==> config.mk <==
export PLATFORM = sky130hd
export DESIGN_NAME = fetch_unit
export DESIGN_NICKNAME = d
export VERILOG_FILES = /design/src/rtl/fetch_unit.sv
export SDC_FILE = /design/constraint.sdc
export NUM_CORES = 1
export LEC_CHECK = 0
export CAP_MARGIN = 0
export CELL_PAD_IN_SITES_DETAIL_PLACEMENT = 1
export CELL_PAD_IN_SITES_GLOBAL_PLACEMENT = 1
export CORE_ASPECT_RATIO = 0.75
export CORE_MARGIN = 2
export CORE_UTILIZATION = 50
export CTS_CLUSTER_DIAMETER = 50
export DETAILED_ROUTE_END_ITERATION = 12
export GPL_TIMING_DRIVEN = 0
export PLACE_DENSITY_LB_ADDON = 0.05
export SYNTH_ARGS = -nofsm -noshare
export SYNTH_HDL_FRONTEND = slang
export SYNTH_SLANG_ARGS = --single-unit
==> constraint.sdc <==
create_clock -name clk -period 7.1 [get_ports clk]
set_input_delay 0.71 -clock clk [delete_from_list [all_inputs] [get_ports clk]]
set_output_delay 0.71 -clock clk [all_outputs]
set_load 0.1 [all_outputs]
==> src/rtl/fetch_unit.sv <==
// Instruction fetch front end for ROM port A.
// Keeps the PC, issues one fetch per cycle under a credit limit, tracks the
// fixed ROM read latency with a tag pipe, replays fetches the ROM did not
// validate, and buffers returned words with their PC for decode.
module fetch_unit #(
    parameter logic [31:0] RESET_PC    = 32'h0000_0000,
    parameter int unsigned ROM_LATENCY = 2,
    parameter int unsigned FQ_DEPTH    = 4
) (
    input  logic                      clk,
    input  logic                      reset,
    output logic [31:0]               rom_addr,
    input  logic [31:0]               rom_data,
    input  logic                      rom_valid,
    input  logic                      redirect_valid,
    input  logic [31:0]               redirect_pc,
    output logic                      inst_valid,
    output logic [31:0]               inst_data,
    output logic [31:0]               inst_pc,
    input  logic                      inst_ready,
    output logic [$clog2(FQ_DEPTH):0] fq_count
);

    localparam int unsigned PTR_W = $clog2(FQ_DEPTH);

    logic [31:0]      pc;
    logic             tagValid [ROM_LATENCY];
    logic [31:0]      tagPc    [ROM_LATENCY];
    logic [31:0]      qData    [FQ_DEPTH];
    logic [31:0]      qPc      [FQ_DEPTH];
    logic [PTR_W-1:0] head;
    logic [PTR_W-1:0] tail;
    logic [PTR_W:0]   count;

    logic [31:0]      inflight;
    logic             retValid;
    logic [31:0]      retPc;
    logic             doIssue;
    logic             doPush;
    logic             doPop;
    logic             doReplay;

    // Count fetches still travelling through the ROM; they hold queue credit.
    always_comb begin
        inflight = '0;
        for (int unsigned i = 0; i < ROM_LATENCY; i++) begin
            inflight = inflight + {31'b0, tagValid[i]};
        end
    end

    // Decode this cycle's return, issue and handshake events; redirect wins over all.
    always_comb begin
        retValid = tagValid[ROM_LATENCY-1];
        retPc    = tagPc[ROM_LATENCY-1];
        doPush   = retValid & rom_valid & ~redirect_valid;
        doReplay = retValid & ~rom_valid & ~redirect_valid;
        doPop    = inst_valid & inst_ready & ~redirect_valid;
        doIssue  = ((32'(count) + inflight) < FQ_DEPTH) & ~redirect_valid & ~doReplay;
    end

    // Program counter: redirect, replay of an unvalidated fetch, or sequential advance.
    always_ff @(posedge clk or posedge reset) begin
        if (reset) begin
            pc <= RESET_PC;
        end else if (redirect_valid) begin
            pc <= redirect_pc & 32'hFFFF_FFFC;
        end else if (doReplay) begin
            pc <= retPc;
        end else if (doIssue) begin
            pc <= pc + 32'd4;
        end
    end

    // Tag pipe mirrors the ROM latency; a replay or redirect kills every younger fetch.
    always_ff @(posedge clk or posedge reset) begin
        if (reset) begin
            for (int unsigned i = 0; i < ROM_LATENCY; i++) begin
                tagValid[i] <= 1'b0;
                tagPc[i]    <= '0;
            end
        end else if (redirect_valid || doReplay) begin
            for (int unsigned i = 0; i < ROM_LATENCY; i++) begin
                tagValid[i] <= 1'b0;
            end
        end else begin
            tagValid[0] <= doIssue;
            tagPc[0]    <= pc;
            for (int unsigned i = 1; i < ROM_LATENCY; i++) begin
                tagValid[i] <= tagValid[i-1];
                tagPc[i]    <= tagPc[i-1];
            end
        end
    end

    // Queue pointers and occupancy; simultaneous push and pop leave the count unchanged.
    always_ff @(posedge clk or posedge reset) begin
        if (reset) begin
            head  <= '0;
            tail  <= '0;
            count <= '0;
        end else if (redirect_valid) begin
            head  <= '0;
            tail  <= '0;
            count <= '0;
        end else begin
            if (doPush) begin
                tail <= tail + 1'b1;
            end
            if (doPop) begin
                head <= head + 1'b1;
            end
            if (doPush && !doPop) begin
                count <= count + 1'b1;
            end else if (!doPush && doPop) begin
                count <= count - 1'b1;
            end
        end
    end

    // Queue storage needs no reset: empty entries are never shown to decode.
    always_ff @(posedge clk) begin
        if (doPush) begin
            qData[tail] <= rom_data;
            qPc[tail]   <= retPc;
        end
    end

    // Head of queue presented to decode, forced to zero when empty.
    always_comb begin
        rom_addr   = pc;
        fq_count   = count;
        inst_valid = (count != '0);
        inst_data  = inst_valid ? qData[head] : '0;
        inst_pc    = inst_valid ? qPc[head] : '0;
    end

endmodule

# ---- Word level (Yosys, flattened, before mapping)
# Memories as Yosys holds them, arrays and structs flattened.
# Cells that the tools add are included.
dict set report classes {
  addsub 7
  magnitude_cmp 1
  muxes 15
  bitwise_logic 11
  n_reduce_logical 10
}
# op count
set op_table {}
lappend op_table {{$mux W32} 5}
lappend op_table {{$add A32 B3 Y32 const B} 1}
lappend op_table {{$mux W2} 5}
lappend op_table {{$mux W3} 3}
lappend op_table {{$reduce_bool A3 Y1} 3}
lappend op_table {{$and A1 B1 Y1} 8}
lappend op_table {{$add A2 B1 Y2 const B} 2}
lappend op_table {{$add A3 B2 Y4} 1}
lappend op_table {{$lt A4 B3 Y1 const B} 1}
lappend op_table {{$reduce_bool A2 Y1} 2}
lappend op_table {{$add A3 B1 Y3 const B} 1}
lappend op_table {{$not A1 Y1} 3}
lappend op_table {{$sub A3 B1 Y3 const B} 1}
lappend op_table {{$add A1 B1 Y2} 1}
lappend op_table {{$logic_and A1 B1 Y1} 2}
lappend op_table {{$logic_not A1 Y1} 2}
lappend op_table {{$mux W1} 2}
lappend op_table {{$logic_or A1 B1 Y1} 1}
dict set report totals {
  register_bits 105
  mem_bits_rw 256
  input_bits 69
  output_inout_bits 100
  word_cells 54
  memories 2
}
# memory words width rd rd_clocked_by_memory_dff wr line
set mem_list {}
lappend mem_list {qData 4 32 1 0 1 29} ;# logic [31:0] qData [FQ_DEPTH];
lappend mem_list {qPc 4 32 1 0 1 30} ;# logic [31:0] qPc [FQ_DEPTH];

# ---- Longest topological paths before layout
dict set report logic_depth {
  depth_word 8
  ltp_mapped 9
  ltp_nobuf 8
}

# ---- Least setup slack after synthesis
# OpenSTA, ideal clock, no wires.
dict set report synth_path {
  kind {flip-flop to output port}
  startpoint {register count[1] (netlist: fq_count[1])}
  endpoint {output port inst_pc[22]}
  arrival_ps 3270
  t_required_ps 6390
  slack_ps 3120
  stages_incl_launch_ff 5
  path_buffers 2
  cell_sequence {dfrtp_1 -> or3_1 -> clkbuf_1 -> clkbuf_1 -> and2_1}
}
dict set report synth_via {
  elab_chain_cells 2
}
# element line
set synth_lines {}
lappend synth_lines {{start, declared} 33} ;# logic [PTR_W:0] count;
lappend synth_lines {{start signal, assigned} 113} ;# count <= count + 1'b1;
lappend synth_lines {{start signal, assigned} 115} ;# count <= count - 1'b1;
lappend synth_lines {{$reduce_bool A3 Y1} 132} ;# inst_valid = (count != '0);
lappend synth_lines {{net inst_valid} 17} ;# output logic inst_valid,
lappend synth_lines {{$mux W32} 134} ;# inst_pc = inst_valid ? qPc[head] : '0;
lappend synth_lines {{end, declared} 19} ;# output logic [31:0] inst_pc,
# The timed path passes the listed nets, and every way through them passes these cells.

# ---- Worst setup path after layout
dict set report layout_path {
  startpoint {register count[1] (netlist: fq_count[1])}
  endpoint {output port inst_pc[17]}
}
dict set report layout_via {
  elab_chain_cells 2
}
# element line
set layout_lines {}
lappend layout_lines {{$reduce_bool A3 Y1} 132}
lappend layout_lines {{$mux W32} 134}
# No other way between the ends.

==> results.toml <==
[routing]
dr.first_iter.drc_count = 810
aggregate_routed_wire_length_um = 40940
vias_per_cell = 5.824
dr.pass1.iters = 5
wire_per_inst_um = 24.54
detailroute.via_count = 9714
drc = 0
antenna_violating_nets_post_route = 0

[global_routing]
grt_start_max_net_pins = 65
initial_antenna_violation_count = 2
global_route.usage.total_pct = 27.03
grt_pass1_vias = 10380
grt_remaining_overflow = 0
grt_pass1_wl_um = 63240

[clocking]
ctsLongestPathBuffers = 3
clk-insertion-delay-late_ps = 530
cts.repair.resized = 0
cts.hold.buffers_added = 0
cts-buffers-inserted = 38
postCtsSetupBuffers = 0
cts.reportedPaths.clkPinSlew_ps = 60
tritoncts_clock_tree = "built"
ctsRootBufferMaster = "clkbuf_16"
cts.sinks = 361
cts-htree-levels = 2

[yosys]
synth_nets = 1112
syn-mean-instance-area_um2 = 14.43
synthFlopType = "edfxtp_1"
ys.warnings.count = 0
synth-seq-cells = 361
netlist_instances = 1036
asyncSetResetFlopFracSynth_pct = 29.09
synthDominantCellAreaShare_pct = 51.42
syn-cell-area_um2 = 14950
synth.distinct_cells = 59
synth.area.top_cells = "edfxtp_1 51%, dfrtp_1 18%, mux4_2 9.6%, nand2_1 6.1%, and2_1 3.2%"
synth_edf_count = 256
synth-seq-area-share_pct = 69.00
synthDominantAreaCellType = "edfxtp_1"

[status]
run_status = "completed"

[critical_path]
cp-start-kind = "flip-flop"
timing.critical_path.fanout_max = 10
end_kind = "output pin"
crit_required_ps = 6390
setup.worst_path.class = "flip-flop to output pin"
arr_time_crit_path_ps = 3930

[pwr]
power_uw = 8689
power.density_nw_per_um2 = 469.3
p_leak_uw = 0.006795
vdd.ir_drop.worst_uv = 474.2

[die]
core.rowCount = 54
design.portCount = 169
design.core.area_um2 = 29260
chip_width_um = 203.7
design.die.area_um2 = 31310
starting_density_of_the_core_pct = 51.10
die_y_um = 153.7

[placement]
dp_hpwl_um = 27460
globalplace.congestion = 0.8946
io_buffers = 166

[sta]
fmax_mhz = 215.5
final_hold_viol_count = 0
setup-violations-final = 0
max-slew-margin-rel_pct = 29.40
final_max_slew_viol_count = 0
holdWs_ps = 464.9
totalNegativeSetupSlack_ps = 0
timing_worst_slew_pin_value_ps = 1056
rsz_0062_raised_after_global_routing = "false"
fin_worst_skew_ps = 18.53
finalCritPeriodShare_pct = 65.37
layout_min_cycle_time_ps = 4641

[worst_hold_path]
hold_path_class = "flip-flop to flip-flop"

[job]
maxcap_viol_count = 0

[cells_and_area]
drive_gt1_share_pct = 12.64
syn2layout_area_growth_pct = 23.85
design.final.nets = 1323
[cells in the mapped netlist (all sizes together), types with 5 or more instances]
cell and n:
a21oi 31, a22oi 6, a2bb2oi 6, a31oi 8
and2 76, and3 5, and4 7, buf 21
clkbuf 36, dfrtp 105, edfxtp 256, ha 6
inv 10, mux4 64, nand2 241, nand3 10
nand4 9, nor2 22, nor2b 6, nor3 12
nor3b 5, nor4 5, o21a 6, o21ai 32
o22a 6, xnor2 6, xor2 5
[path summary, 6_finish.rpt]
kind,start,endpoint,slack [ps],cells past startpoint
max,fq_count[1]$_DFFE_PP0P_,inst_pc[17],2460,6
min,tagPc[63]$_DFFE_PP0N_,retPc[31]$_DFFE_PP0N_,460,2
max reg2reg,fq_count[1]$_DFFE_PP0P_,fq_count[2]$_DFFE_PP0P_,4620,9
min reg2reg,tagPc[63]$_DFFE_PP0N_,retPc[31]$_DFFE_PP0N_,460,2
max in group asynchronous,reset,retPc[5]$_DFFE_PP0N_,5640,3
min in group asynchronous,reset,retPc[19]$_DFFE_PP0N_,730,2
[through the flow]
stage	setup slack (ps)	std cells	utilization, %	instance area [um^2]
6_report	2459	1668	63.29	18520
5_1_grt	2239	1668	63.29	18520
4_1_cts	2431	1666	63.27	18510
3_5_place_dp	3033	1599	58.92	17240
3_3_place_gp	1702	1594	58.46	17100
2_1_floorplan	3120	1036	-	14950
[cell usage in the layout (no fill, tap or decap), types with 8 or more instances in the layout]
| cell | n |
|---|---|
| a21oi_1 | 30 |
| a31oi_1 | 8 |
| and2_1 | 72 |
| buf_2 | 16 |
| clkbuf_1 | 44 |
| clkbuf_16 | 39 |
| clkdlybuf4s50_1 | 166 |
| dfrtp_1 | 105 |
| edfxtp_1 | 256 |
| inv_1 | 9 |
| mux4_2 | 64 |
| nand2_1 | 241 |
| nand3_1 | 10 |
| nor2_1 | 21 |
| nor3_1 | 12 |
| o21ai_0 | 31 |
[metal layers]
metal / global-route usage [%] / vias up / share of wire [%] / wire length [um]
met4: 7.369 / 0 / 2.0 / 806
met1: 39.48 / 5054 / 44 / 18150
met5: 0 / - / 0 / 0
li1: - / 4239 / - / -
met3: 4.769 / 67 / 6.4 / 2625
met2: 42.31 / 354 / 47 / 19350
[kinds of logic (layout without fill, tap and decap cells)]
logic type	after synthesis	count (layout)	synth area share, %
AND/OR/NAND/NOR	406	406	12.91
flip-flops	361	361	69.00
AO/OA/AOI/OAI	117	117	5.080
multiplexers	67	67	9.843
buffers and inverters	67	305	1.892
XOR/XNOR	11	11	0.6444
adder cells (fa/ha/maj)	7	7	0.6361
other	0	2	0
[flip-flops by register name, summed over array words and instances (netlist names)]
| register | flops |
|---|---|
| retPc | 32 |
| tagPc | 32 |
| head | 2 |
| rom_addr | 32 |
| tagValid | 1 |
| fq_count | 3 |
| qPc | 128 |
| tail | 2 |
| qData | 128 |
| retValid | 1 |
[where the power goes]
part	internal (uW)	leakage [uW]	switching (uW)
clock network	1230	0.000623	808
registers	2460	0.00368	225
logic	985	0.00250	2980
[worst max-delay path, stage by stage, from the launching register on]
cell and delay [ps]:
dfrtp_1 560, or3_1 180, clkbuf_1 220, clkbuf_1 530
clkbuf_1 520, and2_1 240, clkdlybuf4s50_1 1150
[cell type report]
class	count	area [um^2]
clock buffers	50	1047
flip-flops and latches	361	10310
multi-input cells	608	4362
fillers	2797	10740
inverters	10	40.04
diodes	2	5.005
repair buffers	171	1784
plain buffers	57	245.2
well taps	392	490.5
clock inverters	17	226.5
Power figures use the tool's default switching activity.
==> variant 1: new RTL, same settings <==
Change the parameter `FQ_DEPTH` from 4 to 8.
--- a/src/rtl/fetch_unit.sv
+++ b/src/rtl/fetch_unit.sv
@@ -5,7 +5,7 @@
 module fetch_unit #(
     parameter logic [31:0] RESET_PC    = 32'h0000_0000,
     parameter int unsigned ROM_LATENCY = 2,
-    parameter int unsigned FQ_DEPTH    = 4
+    parameter int unsigned FQ_DEPTH    = 8
 ) (
     input  logic                      clk,
     input  logic                      reset,
Interface: changed (resized fq_count); port bits go from 169 to 170. No check against the original RTL was run, so the function may have changed too.
==> variant 1 against the original RTL <==
  * Sequential power increased by 66%
  * Final area is 61% higher
  * Power increased by 42%
  * Synthesized cell count is 40% higher
  * Sequential share of layout area up 4.8 points
  * Combinational power grew 17%
  * Core utilization decreased by 2.0 points
  * Sequential cell count is 259 higher
  * Via count is 47% higher
  * Area after synthesis is 65% higher
  * Setup slack worse by 0.45 ns
  * Routed wire length rose by 59%
  * Largest power group unchanged
  * Highest routed layer unchanged
==> variant 1: results (changes against the original RTL) <==
Worst hold path
  – Hold worst-path end: retPc[17]$_DFFE_PP0N_
  – Hold wc startpoint: tagPc[49]$_DFFE_PP0N_

Logic synthesis
  – Commonest cells in the netlist: edfxtp_1 (512), nand2_1 (248), mux4_2 (128), dfrtp_1 (108), nor2_1 (94)
  – Synth Area in Compound Gates: 2.79% (-2.3 points)
  – Async S/R FF share, synth: 17.4% (-12 points)
  – Post-synthesis mux area share: 14.4% (+4.6 points)
  – Distinct cells, synth: 53 (-10%)
  – Synth Area in XOR/XNOR: 0.461% (-0.18 points)
  – Synth Net Count: 1528 (+37%)
  – Sequential share of the synthesized area: 73.1% (+4.1 points)

Placement
  – RePlAce Congestion: 0.867 (-3.1%)
  – Pre-CTS setup slack: 2.67 ns (-0.367 ns)
  – # port buffers: 167 (+0.60%)

Clocking
  – Clk_lat worst skew: 0.64 ns (+0.11 ns)

GRT
  – Largest net degree at the start of global routing: 68 (+4.6%)
  – Vias in the first global route: 15400 (+49%)
  – GRT Total Usage: 26.2% (-0.84 points)
  – First-pass GRT wire length: 98400 um (+56%)

Timing
  – Final min period: 5.09 ns (+0.448 ns)
  – Worst hold slack: 0.454 ns (-0.0110 ns)

Route
  – Via Count: 14300 (+47%)
  – DR iter-0 viols: 1178 (+45%)
  – Routed len/inst: 26.9 um (+9.8%)

Setup path
  – Crit. Startpoint: head[1]$_DFFE_PP0P_
  – Crit path largest cell delay: 1.19 ns (+0.04 ns)
  – Reg-to-reg slack, setup: 4.13 ns (-0.49 ns)
  – Reg-to-Reg End: fq_count[3]$_DFFE_PP0P_
  – R2R depth: 8 (-1)
  – CP arrival: 4.38 ns (+0.45 ns)

Finish
  – Biggest regs: qData x256, qPc x256
  – Nets: 1792 (+35%)

Outcome
  – Status: complete, no violations
-- variant 1: cell types whose count changed after synthesis, moves of 6 or more --
cell and delta:
and2_1 -73, mux4_2 +64, nand2_1 +7, nand3_1 +9, and4_1 -6, mux2i_1 +64
nor2_1 +73, edfxtp_1 +256, buf_1 +10, clkbuf_1 +9
-- variant 1: metrics by stage --
step / setup TNS, ns / area, um^2 / cells / total power [W]
after detailed placement: 0 / 27900 / 2302 / 0.00920
after CTS: 0 / 29900 / 2414 / 0.0124
after floorplan: 0 / 24700 / 1452 / 0.00790
after global routing: 0 / 29900 / 2415 / 0.0127
after global placement: -1116.06 / 27200 / 2267 / 0.00913
final: 0 / 29900 / 2415 / 0.0123
-- variant 1: power by group through the flow --
| stage | sequential [W] | clock, W | combinational (W) |
|---|---|---|---|
| after global routing | 0.00449 | 0.00338 | 0.00484 |
| after detailed placement | 0.00453 | 0 | 0.00467 |
| after floorplan | 0.00473 | 0 | 0.00317 |
| after CTS | 0.00446 | 0.00325 | 0.00468 |
| final | 0.00447 | 0.00320 | 0.00464 |
| after global placement | 0.00452 | 0 | 0.00462 |
-- variant 1: worst max-delay path, delay by kind of cell, from the launching register on --
family	cells	cell delay (ns)
buffers and inverters	3	2.55
AND/OR/NAND/NOR	1	0.28
flip-flops	1	0.44
multiplexers	2	0.47
-- variant 1: cell type report --
type	instances	area, um^2
clock inverter	37	379
buffer	75	329
fill	4376	18900
inverter	11	46.3
clock buffer	75	1580
antenna	1	2.50
timing repair buffer	202	2320
tap	648	811
multi-input combinational	746	6330
sequential	620	18100
-- variant 1: layer usage --
metal	GRT usage, %	vias to the layer above	part of all wire (%)
met1	37.7	7545	43
li1	-	6144	-
met2	41.9	488	48
met5	0	-	0
met3	4.45	96	6.1
met4	7.03	0	2.3
==> variant 2: new RTL, config.mk and constraints unchanged <==
Without the edit above. Make the reset (`reset`) synchronous in 3 clocked blocks.
--- a/src/rtl/fetch_unit.sv
+++ b/src/rtl/fetch_unit.sv
@@ -59,7 +59,7 @@
     end
 
     // Program counter: redirect, replay of an unvalidated fetch, or sequential advance.
-    always_ff @(posedge clk or posedge reset) begin
+    always_ff @(posedge clk) begin
         if (reset) begin
             pc <= RESET_PC;
         end else if (redirect_valid) begin
@@ -72,7 +72,7 @@
     end
 
     // Tag pipe mirrors the ROM latency; a replay or redirect kills every younger fetch.
-    always_ff @(posedge clk or posedge reset) begin
+    always_ff @(posedge clk) begin
         if (reset) begin
             for (int unsigned i = 0; i < ROM_LATENCY; i++) begin
                 tagValid[i] <= 1'b0;
@@ -93,7 +93,7 @@
     end
 
     // Queue pointers and occupancy; simultaneous push and pop leave the count unchanged.
-    always_ff @(posedge clk or posedge reset) begin
+    always_ff @(posedge clk) begin
         if (reset) begin
             head  <= '0;
             tail  <= '0;
Check against the original RTL: differs if reset is asserted again (counterexample within 4 cycles, from zero or initial values and one cycle with reset high); with reset held inactive, the same outputs for 4 cycles.
==> variant 2 against the original RTL <==
  * Setup slack gained 0.16 ns
  * Clock skew grew 0.0033 ns
  * Routed wire length shrank 6.7%
  * Final cell count shrank 6.9%
  * Final area shrank 1.3%
  * Sequential cell count grew 2
  * Area after synthesis shrank 0.53%
  * Fmax grew 3.7%
  * Critical path depth shrank 1
  * Critical endpoint is now inst_data[6]
  * Largest cell class unchanged
Power is not compared: it rests on default switching activity, and its combinational part moved more than twofold at a synthesized area within 25%.
==> variant 2: results (changes against the original RTL) <==
Logic synthesis
  – Synth area leaders: edfxtp_1 (65%), mux4_2 (9.7%), and2_1 (5.7%), dfxtp_1 (5.5%), clkbuf_1 (1.1%)
  – Top_reg_cell synth: edfxtp_1
  – Post-synthesis mux area share: 10.0% (+0.19 points)
  – Sequential share of the synthesized area: 70.5% (+1.5 points)
  – Yosys warns: 0 (unchanged)
  – Synth Area in XOR/XNOR: 0.471% (-0.17 points)
  – Synth Area in Compound Gates: 5.55% (+0.47 points)
  – Distinct cells, synth: 66 (+12%)
  – Commonest cells in the netlist: edfxtp_1 (322), and2_1 (135), mux4_2 (64), clkbuf_1 (42), dfxtp_1 (41)
  – Async S/R FF share, synth: 0% (-29 points)
  – Synth Area in Adders: 0.724% (+0.088 points)
  – Post-synth EDFFs: 322 (+26%)

GRT
  – GRT Total Usage: 25.2% (-1.8 points)
  – Vias in the first global route: 9666 (-6.9%)
  – First-pass GRT wire length: 59200 um (-6.4%)
  – Largest net degree at the start of global routing: 65 (unchanged)
  – Initial antenna violation count: 0 (-2)

Flow run
  – Number of max-cap violations: 0 (unchanged)

Timing
  – Clk_skew: 0.0218 ns (+0.00326 ns)
  – Slew HR: 28.8% (-0.61 points)

Placement
  – # port buffers: 166 (unchanged)
  – RePlAce Congestion: 0.893 (-0.22%)
  – Pre-CTS setup slack: 2.79 ns (-0.248 ns)
  – Hpwl dp: 25100 um (-8.7%)
  – Placed Area: 0.0172 mm^2 (-0.48%)

Clocking
  – Root Driver: clkbuf_16
  – Resized cells post-CTS: 0 (unchanged)
  – Postcts setup bufs: 0 (unchanged)

Pwr
  – Leakage: 6.03 nW

Finish
  – Nets: 1210 (-8.5%)
  – # diodes: 0 (-2)
  – Share of cells above drive strength 1: 12.6% (-0.062 points)
  – Number of fill cells: 2722 (-2.7%)
  – Biggest regs: qData x128, qPc x128, tagPc x64

Setup path
  – R2R depth: 8 (-1)
  – CP arrival: 3.77 ns (-0.16 ns)
  – Kind of critical path: reg2out

Route
  – Drt first pass iters: 5 (unchanged)
  – DR iter-0 viols: 650 (-20%)
  – Routed wire length: 38200 um (-6.7%)
  – Vias per cell: 5.84 (+0.25%)

Outcome
  – Status: complete, no violations

Worst hold path
  – Hold path cells: 2 (unchanged)
==> variant 2: area by class of cell <==
| class | instances | area share [%] |
|---|---|---|
| clock inverter | 18 | 0.691 |
| tap | 392 | 2.68 |
| sequential | 363 | 57.4 |
| clock buffer | 50 | 5.45 |
| timing repair buffer | 170 | 9.69 |
| inverter | 12 | 0.246 |
| multi-input combinational | 493 | 22.6 |
| buffer | 55 | 1.23 |
==> variant 2: logic make-up (layout without fill, tap and decap cells) <==
family | Yosys count | in the layout
AO/OA/AOI/OAI | 119 | 119
XOR/XNOR | 8 | 8
adder cells (fa/ha/maj) | 8 | 8
buffers and inverters | 67 | 305
flip-flops | 363 | 363
multiplexers | 69 | 69
other | 1 | 2
AND/OR/NAND/NOR | 287 | 287
==> variant 2: critical path: stages (launching register included) <==
cell and delay, ns:
dfxtp_1 0.31, clkbuf_1 0.67, buf_2 0.51, mux4_2 0.58, and2_1 0.17, clkdlybuf4s50_1 0.98
==> variant 2: layer usage <==
metal | wire, um | global-route usage [%]
met2 | 18100 | 39.5
met3 | 2580 | 5.12
met5 | 0 | 0
met4 | 784 | 6.78
met1 | 16700 | 36.2
==> variant 2: power groups by stage <==
stage	clock network (W)	registers, W	logic, W
floorplan	0	0.00254	0.000216
global placement	0	0.00247	0.000446
detailed placement	0	0.00247	0.000454
CTS	0.00185	0.00243	0.000457
global route	0.00193	0.00243	0.000479
finish	0.00182	0.00243	0.000457
==> variant 2: metrics by stage <==
step,std cells,util [%]
3_3_place_gp,1481,58.3
4_1_cts,1553,62.6
5_1_grt,1553,62.6
6_report,1553,62.6
2_1_floorplan,923,-
3_5_place_dp,1485,58.8
==> variant 2: final timing paths <==
| kind | from | end | slack [ns] |
|---|---|---|---|
| worst min register to register | flip-flop | flip-flop | 0.48 |
| worst min-delay path | flip-flop | flip-flop | 0.48 |
| worst max-delay path | flip-flop | inst_data[6] | 2.62 |
| worst max register to register | fq_count[0]$_SDFFE_PP0P_ | rom_addr[12]$_SDFFE_PP0P_ | 4.38 |
